==> src/rtl/ttt_pkg.sv <==
// ============================================================================
// Module   : ttt_pkg
// Purpose  : Shared types and constants for the tic-tac-toe game controller.
// Revision : 1.0 - initial release
// ============================================================================
`default_nettype none

package ttt_pkg;

    typedef enum logic [2:0] {
        IDLE  = 3'd0,
        PLAY  = 3'd1,
        CHECK = 3'd2,
        WIN_A = 3'd3,
        WIN_B = 3'd4,
        DRAW  = 3'd5
    } state_t;

    localparam logic PLAYER_A = 1'b0;
    localparam logic PLAYER_B = 1'b1;

    localparam logic [8:0] FULL_BOARD = 9'h1FF;

    // Rows 0-2, columns 3-5, diagonal 6, anti-diagonal 7.
    localparam logic [8:0] LINES [0:7] = '{
        9'h007, 9'h038, 9'h1C0,
        9'h049, 9'h092, 9'h124,
        9'h111, 9'h054
    };

    function automatic logic is_onehot9(input logic [8:0] v);
        return (v != 9'd0) && ((v & (v - 9'd1)) == 9'd0);
    endfunction

endpackage

`default_nettype wire

==> src/rtl/ttt_line_check.sv <==
// ============================================================================
// Module   : ttt_line_check
// Purpose  : Flags every completed three-in-a-row line on a single board.
// Revision : 1.0 - initial release
// ============================================================================
`default_nettype none

module ttt_line_check
    import ttt_pkg::*;
(
    input  logic [8:0] board_i,
    output logic [7:0] line_hit_o
);

    for (genvar i = 0; i < 8; i++) begin : g_line
        assign line_hit_o[i] = ((board_i & LINES[i]) == LINES[i]);
    end

endmodule

`default_nettype wire

==> src/rtl/ttt_game_ctrl.sv <==
// ============================================================================
// Module   : ttt_game_ctrl
// Purpose  : Two-player tic-tac-toe match sequencer with edge-detected inputs.
//            Optional turn timeout enabled by defining TTT_TURN_TIMEOUT_EN.
// Revision : 1.0 - initial release
// ============================================================================
`default_nettype none

module ttt_game_ctrl
    import ttt_pkg::*;
#(
    parameter int unsigned FIRST_PLAYER   = 0,
    parameter int unsigned TIMEOUT_CYCLES = 1000000
) (
    input  logic       clk,
    input  logic       res,
    input  logic       start,
    input  logic [8:0] sq_req,
    output logic [8:0] A,
    output logic [8:0] B,
    output logic       turn,
    output logic [2:0] state,
    output logic [7:0] win_line,
    output logic       move_ack,
    output logic       move_err,
    output logic       game_over
`ifdef TTT_TURN_TIMEOUT_EN
    ,
    output logic       timeout
`endif
);

    localparam logic FIRST_TURN = (FIRST_PLAYER != 0) ? PLAYER_B : PLAYER_A;

    state_t     state_q, state_d;
    logic [8:0] a_q, a_d, b_q, b_d;
    logic [8:0] sq_req_q;
    logic       start_q;
    logic       turn_q, turn_d;
    logic [7:0] win_q, win_d;
    logic       ack_q, ack_d, err_q, err_d;

    logic [8:0] new_sq;
    logic       start_rise;
    logic [8:0] mover_board;
    logic [7:0] mover_hits;

`ifdef TTT_TURN_TIMEOUT_EN
    localparam int unsigned CNT_W = (TIMEOUT_CYCLES > 1) ? $clog2(TIMEOUT_CYCLES) : 1;
    localparam logic [CNT_W-1:0] CNT_MAX = CNT_W'(TIMEOUT_CYCLES - 1);
    logic [CNT_W-1:0] cnt_q, cnt_d;
    logic             to_q, to_d;
`endif

    assign new_sq     = sq_req & ~sq_req_q;
    assign start_rise = start & ~start_q;

    // Only the player who just moved can have completed a line.
    assign mover_board = (turn_q == PLAYER_B) ? b_q : a_q;

    ttt_line_check u_line_check (
        .board_i    (mover_board),
        .line_hit_o (mover_hits)
    );

    always_ff @(posedge clk or posedge res) begin
        if (res) begin
            state_q  <= IDLE;
            a_q      <= 9'd0;
            b_q      <= 9'd0;
            sq_req_q <= 9'd0;
            start_q  <= 1'b0;
            turn_q   <= FIRST_TURN;
            win_q    <= 8'd0;
            ack_q    <= 1'b0;
            err_q    <= 1'b0;
`ifdef TTT_TURN_TIMEOUT_EN
            cnt_q    <= '0;
            to_q     <= 1'b0;
`endif
        end else begin
            state_q  <= state_d;
            a_q      <= a_d;
            b_q      <= b_d;
            sq_req_q <= sq_req;
            start_q  <= start;
            turn_q   <= turn_d;
            win_q    <= win_d;
            ack_q    <= ack_d;
            err_q    <= err_d;
`ifdef TTT_TURN_TIMEOUT_EN
            cnt_q    <= cnt_d;
            to_q     <= to_d;
`endif
        end
    end

    always_comb begin
        state_d = state_q;
        a_d     = a_q;
        b_d     = b_q;
        turn_d  = turn_q;
        win_d   = win_q;
        ack_d   = 1'b0;
        err_d   = 1'b0;

        if (start_rise) begin
            state_d = PLAY;
            a_d     = 9'd0;
            b_d     = 9'd0;
            win_d   = 8'd0;
            turn_d  = FIRST_TURN;
        end else begin
            case (state_q)
                IDLE: ;
                PLAY: begin
                    if (new_sq != 9'd0) begin
                        if (is_onehot9(new_sq) && ((new_sq & (a_q | b_q)) == 9'd0)) begin
                            if (turn_q == PLAYER_B) b_d = b_q | new_sq;
                            else                    a_d = a_q | new_sq;
                            ack_d   = 1'b1;
                            state_d = CHECK;
                        end else begin
                            err_d = 1'b1;
                        end
                    end
                end
                CHECK: begin
                    if (mover_hits != 8'd0) begin
                        state_d = (turn_q == PLAYER_B) ? WIN_B : WIN_A;
                        win_d   = mover_hits;
                    end else if ((a_q | b_q) == FULL_BOARD) begin
                        state_d = DRAW;
                    end else begin
                        turn_d  = ~turn_q;
                        state_d = PLAY;
                    end
                end
                WIN_A, WIN_B, DRAW: begin
                    if (new_sq != 9'd0) err_d = 1'b1;
                end
                default: state_d = IDLE;
            endcase
        end

`ifdef TTT_TURN_TIMEOUT_EN
        // Counter restarts on any accepted move or on leaving/re-entering PLAY.
        to_d  = 1'b0;
        cnt_d = '0;
        if (!start_rise && (state_q == PLAY) && !ack_d) begin
            if (cnt_q == CNT_MAX) begin
                to_d   = 1'b1;
                err_d  = 1'b1;
                turn_d = ~turn_q;
            end else begin
                cnt_d = cnt_q + 1'b1;
            end
        end
`endif
    end

    always_comb begin
        A         = a_q;
        B         = b_q;
        turn      = turn_q;
        state     = state_q;
        win_line  = win_q;
        move_ack  = ack_q;
        move_err  = err_q;
        game_over = (state_q == WIN_A) || (state_q == WIN_B) || (state_q == DRAW);
`ifdef TTT_TURN_TIMEOUT_EN
        timeout   = to_q;
`endif
    end

endmodule

`default_nettype wire

==> config.mk <==
export PLATFORM = sky130hd
export DESIGN_NAME = ttt_game_ctrl
export DESIGN_NICKNAME = d
export VERILOG_FILES = /design/src/rtl/ttt_pkg.sv /design/src/rtl/ttt_line_check.sv /design/src/rtl/ttt_game_ctrl.sv
export SDC_FILE = /design/constraint.sdc
export NUM_CORES = 1
export LEC_CHECK = 0
export CORE_MARGIN = 1
export CORE_UTILIZATION = 45
export CTS_CLUSTER_SIZE = 40
export DETAILED_ROUTE_END_ITERATION = 6
export PLACE_DENSITY = 0.72
export SKIP_CTS_REPAIR_TIMING = 1
export SYNTH_ARGS = -nofsm -noshare
export SYNTH_HDL_FRONTEND = slang
export SYNTH_SLANG_ARGS = --single-unit
export TNS_END_PERCENT = 50
==> constraint.sdc <==
create_clock -name clk -period 1.9 [get_ports clk]
set_input_delay 0.285 -clock clk [delete_from_list [all_inputs] [get_ports clk]]
set_output_delay 0.285 -clock clk [all_outputs]
set_load 0.03 [all_outputs]
==> results of run 1 <==
==> per-stage QoR <==
stage | instance area (µm²) | setup WS (ns) | hold slack (ns) | setup TNS (ns)
2_1_floorplan | 2102 | -0.09264 | 0.3164 | -0.09868
3_3_place_gp | 2870 | -0.4331 | 0.4856 | -8.330
3_5_place_dp | 2870 | -0.4872 | 0.4815 | -9.501
4_1_cts | 2965 | -0.3932 | 0.3671 | -7.472
5_1_grt | 3293 | -0.2767 | 0.1531 | -4.683
6_report | 3293 | -0.2076 | 0.1515 | -2.170
==> synthesized netlist by cell type, types with 2 or more instances <==
library cell,instances
a21oi_1,2
nand4_1,4
nor4_1,19
nand3_1,6
buf_2,5
o21ai_0,6
nand2b_1,13
a22o_1,7
mux2i_1,2
nor2_1,16
nor3_1,2
o21a_1,18
nand2_1,17
or4_1,2
dfrtp_1,42
inv_1,3
nor2b_1,2
o21ai_1,2
buf_6,2
clkbuf_1,2
o22ai_1,7
o31ai_1,5
==> how the worst max path moves through the flow <==
stage,endpoint,slack (ns),cells after the start
2_1_floorplan,turn,-0.09,8
3_3_place_gp,B[7],-0.43,8
3_5_place_dp,state[0],-0.49,8
4_1_cts,A[6],-0.39,8
5_1_grt,B[1],-0.28,7
6_report,A[6],-0.21,8
==> sequential cells by signal, summed over array words and instances, names as in the netlist <==
signal,count
move_err,1
win_line,8
state,3
B,9
A,9
sq_req_q,9
turn,1
start_q,1
move_ack,1
==> critical path: stages <==
cell	delay (ns)
clkdlybuf4s50_1	0.47
nand2b_4	0.14
o22ai_2	0.10
a2111oi_4	0.41
o2111ai_4	0.21
buf_4	0.22
nor4_2	0.33
o21a_1	0.17
==> kinds of logic (layout without fill, tap and decap cells) <==
family / after synthesis / in the layout / synth area share, %
flops: 42 / 42 / 50.03
buf+inv: 13 / 105 / 3.514
mux: 2 / 2 / 0.9530
compound gates: 56 / 56 / 19.89
xor+xnor: 1 / 1 / 0.4170
simple gates: 93 / 93 / 25.19
==> power breakdown <==
part | switching, mW | internal, mW
Combinational | 0.994 | 0.750
Clock | 0.310 | 0.292
Sequential | 0.132 | 1.01
Total | 1.44 | 2.05
==> cell type report <==
cell class / count / area share, %
clock buffers: 6 / 2.508
clock inverters: 2 / 0.3799
inverters: 3 / 0.3419
multi-input cells: 152 / 36.63
flip-flops and latches: 42 / 31.99
well taps: 52 / 1.976
repair buffers: 94 / 26.18
==> metal layers <==
metal  up-vias  track usage (%)  part of all wire, %
met2       118            38.62                   49
met1      1029            34.90                   43
met3        12            5.195                  6.9
met4         0            8.222                  1.9
li1        961                -                    -
met5         -                0                    0
==> results.ini, run 1 <==
[run_status]
outcome = finished, violations left
violations = negative setup slack

[route]
drc_errors = 0
ant_nets = 0
wirelength_um = 6517
drt_iter0_drc = 236
dr.pass1.iters = 4
routed_via_density = 6.040
wl_per_cell_um = 18.57
route.vias.total = 2120

[layout]
final-seq-area_mm2 = 0.001054
area_growth_pct = 56.76
fillerInstances = 295
antenna_cells = 0
final_cell_mix = buf_4, clkdlybuf4s50_1, dfrtp_1
drive_gt1_share_pct = 34.45
nNetsFinal = 310
post-route-util_pct = 74.60
multi_input_area_mm2 = 0.001206
mostFrequentLayoutCell = buf_4
layout.cells.non_filler = 351

[power_and_ir_drop]
power_mw = 3.489
leakagePower_nw = 1.385
vdd_ir_drop_max_v = 0.0007951
p_per_area_mw_per_mm2 = 1059

[logic_synthesis]
synth_nets = 219
synthCells = 207
synth_edf_count = 0
synth_top_cell_area_share_pct = 50.03
synth.cell_area_mm2 = 0.002101
yosys_warnings = 0
synth_ff_type = dfrtp_1
synth_cell_type_count = 45
synth_area_leader_cell = dfrtp_1
syn_area_per_cell_um2 = 10.15
synthTopCellsByArea = dfrtp_1, o21a_1, nor4_1
seq_area_frac_synth_pct = 50.03
ys_seq_elements = 42
synthArstFlopShare_pct = 100.0

[sta]
setup_viol = 21
worst_pin_slew_ns = 0.5186
drv_slew = 0
fin_crit_ns = 2.108
skew_ns = 0.01526
rsz0062_at_grt = true
final.setup.worst_slack_ns = -0.2076
min_period_over_period_pct = 110.9
hold_viol = 0
fmax_mhz = 474.5
max-slew-margin-rel_pct = 65.34

[setup_path]
worst_setup_path_start_kind = input pin
worst_r2r_endpoint = A[6]
cp.arrival_ns = 2.34
r2r_start = A[6]
worst-path-max-fanout = 5
cp-end-kind = flip-flop
crit_type = input pin to flip-flop
crit_path_start = sq_req[8]
r2r_cells = 7
required_ns = 2.13
rrSetupSlack_ns = -0.20

[floorplan]
dieHeight_um = 70.33
core_area_mm2 = 0.004414
die_x_um = 70.33
io-pin-count = 45
die_area_mm2 = 0.004946
initial_core_util_pct = 47.59
rows = 24

[placement]
gp_routability_congestion = 0.9028
place_inst = 334
io_buffers = 44
dp_hpwl_um = 4177

[clock_tree]
clockBufferDepth = 2
cts_buffers = 5
cts.sinks = 42
htreeDepth = 2
path_clk_slew_ns = 0.09
tritoncts = yes
clock_latency_ns = 0.29
cts_root_buf = clkbuf_8

[flow_run]
drv_cap = 0

[grt]
gr-total-overflow = 0
grt_usage_pct = 24.97
grt_start_max_net_pins = 43
antenna_found_initial = 0
grt_pass1_vias = 2024
grt_pass1_wl_um = 9639

[hold_path]
hold_end = sq_req_q[6]
min_from = sq_req[6]
min_path_type = input pin to flip-flop
holdPathStages = 1

Note: power is estimated with default switching activity, not from simulation.
==> run 2, diff against run 1 <==
--- a/config.mk
+++ b/config.mk
@@ -5,7 +5,7 @@
 export SDC_FILE = /design/constraint.sdc
 export NUM_CORES = 1
 export LEC_CHECK = 0
-export CORE_MARGIN = 1
+export CORE_MARGIN = 3
 export CORE_UTILIZATION = 45
 export CTS_CLUSTER_SIZE = 40
 export DETAILED_ROUTE_END_ITERATION = 6
==> run 2 against run 1 <==
  * The flow still finishes with violations (negative setup slack)
  * Combinational power about the same
  * Highest routed layer unchanged
  * Count of clock-buffer cells in the layout shrank 1
  * Total power increased by 3.9%
  * Die area grew 12%
  * Sequential power about the same
  * Maximum frequency rose by 1.9%
  * Utilization grew 3.2 points
  * First-iteration DRC count decreased by 16%
==> results.ini, run 2 (synthesis results as in run 1) <==
[layout]
nNetsFinal = 313  ; +0.97%
stdcell_area_mm2 = 0.003456  ; +4.9%
final_cell_mix = dfrtp_1, buf_4, clkdlybuf4s50_1
post-route-util_pct = 77.76  ; +3.2 points
mostFrequentLayoutCell = dfrtp_1
fillerInstances = 271  ; -8.1%
area_growth_pct = 64.50
antenna_cells = 0  ; unchanged
drive_gt1_share_pct = 35.76  ; +1.3 points

[hold_path]
min_path_type = input pin to flip-flop

[floorplan]
rows = 24  ; unchanged
io-pin-count = 45  ; unchanged
dieHeight_um = 74.33  ; +5.7%
die_area_mm2 = 0.005524  ; +12%
core_area_mm2 = 0.004444  ; +0.68%
initial_core_util_pct = 47.27  ; -0.32 points
die_x_um = 74.33  ; +5.7%

[sta]
worst_hold_slack_ns = 0.1269  ; -0.02456 ns
final.setup.worst_slack_ns = -0.1676  ; +0.04008 ns
fin_setup_tns_ns = -2.232  ; -0.06190 ns
hold_viol = 0  ; unchanged
fin_crit_ns = 2.068  ; -0.04008 ns
drv_slew = 0  ; unchanged
fmax_mhz = 483.7  ; +1.9%
setup_viol = 23  ; +9.5%
rsz0062_at_grt = true
skew_ns = 0.008414  ; -0.006847 ns
min_period_over_period_pct = 108.8  ; -2.1 points
worst_pin_slew_ns = 0.5532  ; +0.03460 ns
max-slew-margin-rel_pct = 63.03  ; -2.3 points

[run_status]
violations = negative setup slack
outcome = finished, violations left

[setup_path]
slowest_delay_ns = 0.40  ; -0.07 ns
cp_top_family = compound AO/OA/AOI/OAI gates
cp-end-kind = flip-flop
crit_chain = nor2_2 -> o22ai_2 -> a2111oi_4 -> o2111ai_4 -> buf_6 -> nor4_1 -> o21a_1
crit_buf_inv = 1  ; -1
worst_setup_path_start_kind = flip-flop
cp.arrival_ns = 2.32  ; -0.02 ns
worst-path-max-fanout = 6  ; +1
cp_slowest_cell = dfrtp_1
required_ns = 2.15  ; +0.02 ns
crit_type = flip-flop to flip-flop

[route]
ant_nets = 0  ; unchanged
wirelength_um = 6777  ; +4.0%
drc_errors = 0  ; unchanged
drt_iter0_drc = 199  ; -16%
dr.pass1.iters = 5  ; +1
route.vias.total = 2141  ; +0.99%
routed_via_density = 6.048  ; +0.13%
wl_per_cell_um = 19.14  ; +3.1%

[clock_tree]
clockBufferDepth = 2  ; unchanged
cts_buffers = 5  ; unchanged
htreeDepth = 2  ; unchanged
tritoncts = yes
path_clk_slew_ns = 0.08  ; about the same
cts.sinks = 42  ; unchanged
cts_root_buf = clkbuf_8
clock_latency_ns = 0.30  ; about the same

[power_and_ir_drop]
p_per_area_mw_per_mm2 = 1049  ; -0.97%
leakagePower_nw = 1.522  ; +9.9%
vdd_ir_drop_max_v = 0.0006392  ; -20%
power_mw = 3.625  ; +3.9%

[grt]
grt_start_max_net_pins = 43  ; unchanged
grt_pass1_vias = 1868  ; -7.7%
gr-total-overflow = 0  ; unchanged
grt_pass1_wl_um = 9059  ; -6.0%
grt_usage_pct = 21.66  ; -3.3 points
antenna_found_initial = 0  ; unchanged

[flow_run]
drv_cap = 0  ; unchanged

[placement]
place_area_mm2 = 0.002863  ; -0.26%
io_buffers = 44  ; unchanged
gp_routability_congestion = 0.9429  ; +4.4%
dp_hpwl_um = 4012  ; -3.9%

==> run 2: cell count changes in the layout (fill, tap and decap cells not counted), moves of 2 or more <==
cell	delta
nand2b_4	+3
o31ai_1	+2
dlymetal6s2s_1	+7
nor4_4	+7
nand2b_1	-4
nor4_2	-8
buf_6	+6
o31ai_2	-3
buf_4	-4
clkdlybuf4s50_1	-7
==> run 2: routing by layer <==
metal / global-route usage [%] / share of wire [%] / up-vias
li1: - / - / 976
met1: 31.17 / 43 / 1033
met2: 32.19 / 48 / 113
met3: 4.595 / 7.3 / 19
met4: 8.300 / 2.5 / 0
met5: 0 / 0 / -
==> run 2: path summary, 6_finish.rpt <==
check | startpoint | to | slack (ns) | cells past startpoint
worst max-delay path | A[8] | B[0] | -0.17 | 7
worst min-delay path | sq_req[7] | sq_req_q[7] | 0.13 | 1
worst min register to register | win_line[4] | win_line[4] | 0.50 | 1
max in group asynchronous | res | turn | 1.34 | 3
worst max register to register | A[8] | B[0] | -0.17 | 7
min in group asynchronous | res | A[8] | 0.33 | 3
==> run 2: final cells by class <==
type,instances,area (µm²),share of cell area (%)
inverter,3,11.26,0.3259
timing repair buffer,97,937.1,27.12
tap,52,65.06,1.883
clock buffer,5,68.82,1.991
sequential,42,1052,30.45
clock inverter,3,40.04,1.159
multi-input combinational,152,1281,37.07
==> run 2: per-stage QoR <==
| stage | setup slack [ns] | instances |
|---|---|---|
| after CTS | -0.2460 | 341 |
| final | -0.1676 | 354 |
| after detailed placement | -0.5630 | 333 |
| after global placement | -0.5092 | 333 |
| after global routing | -0.2991 | 354 |
| after floorplan | -0.09264 | 207 |
==> run 2: power by group <==
part	leakage [nW]	switching (mW)	internal, mW	total (mW)
sequential	0.551	0.151	1.01	1.16
combinational	0.913	1.05	0.708	1.75
clock	0.0579	0.325	0.387	0.712
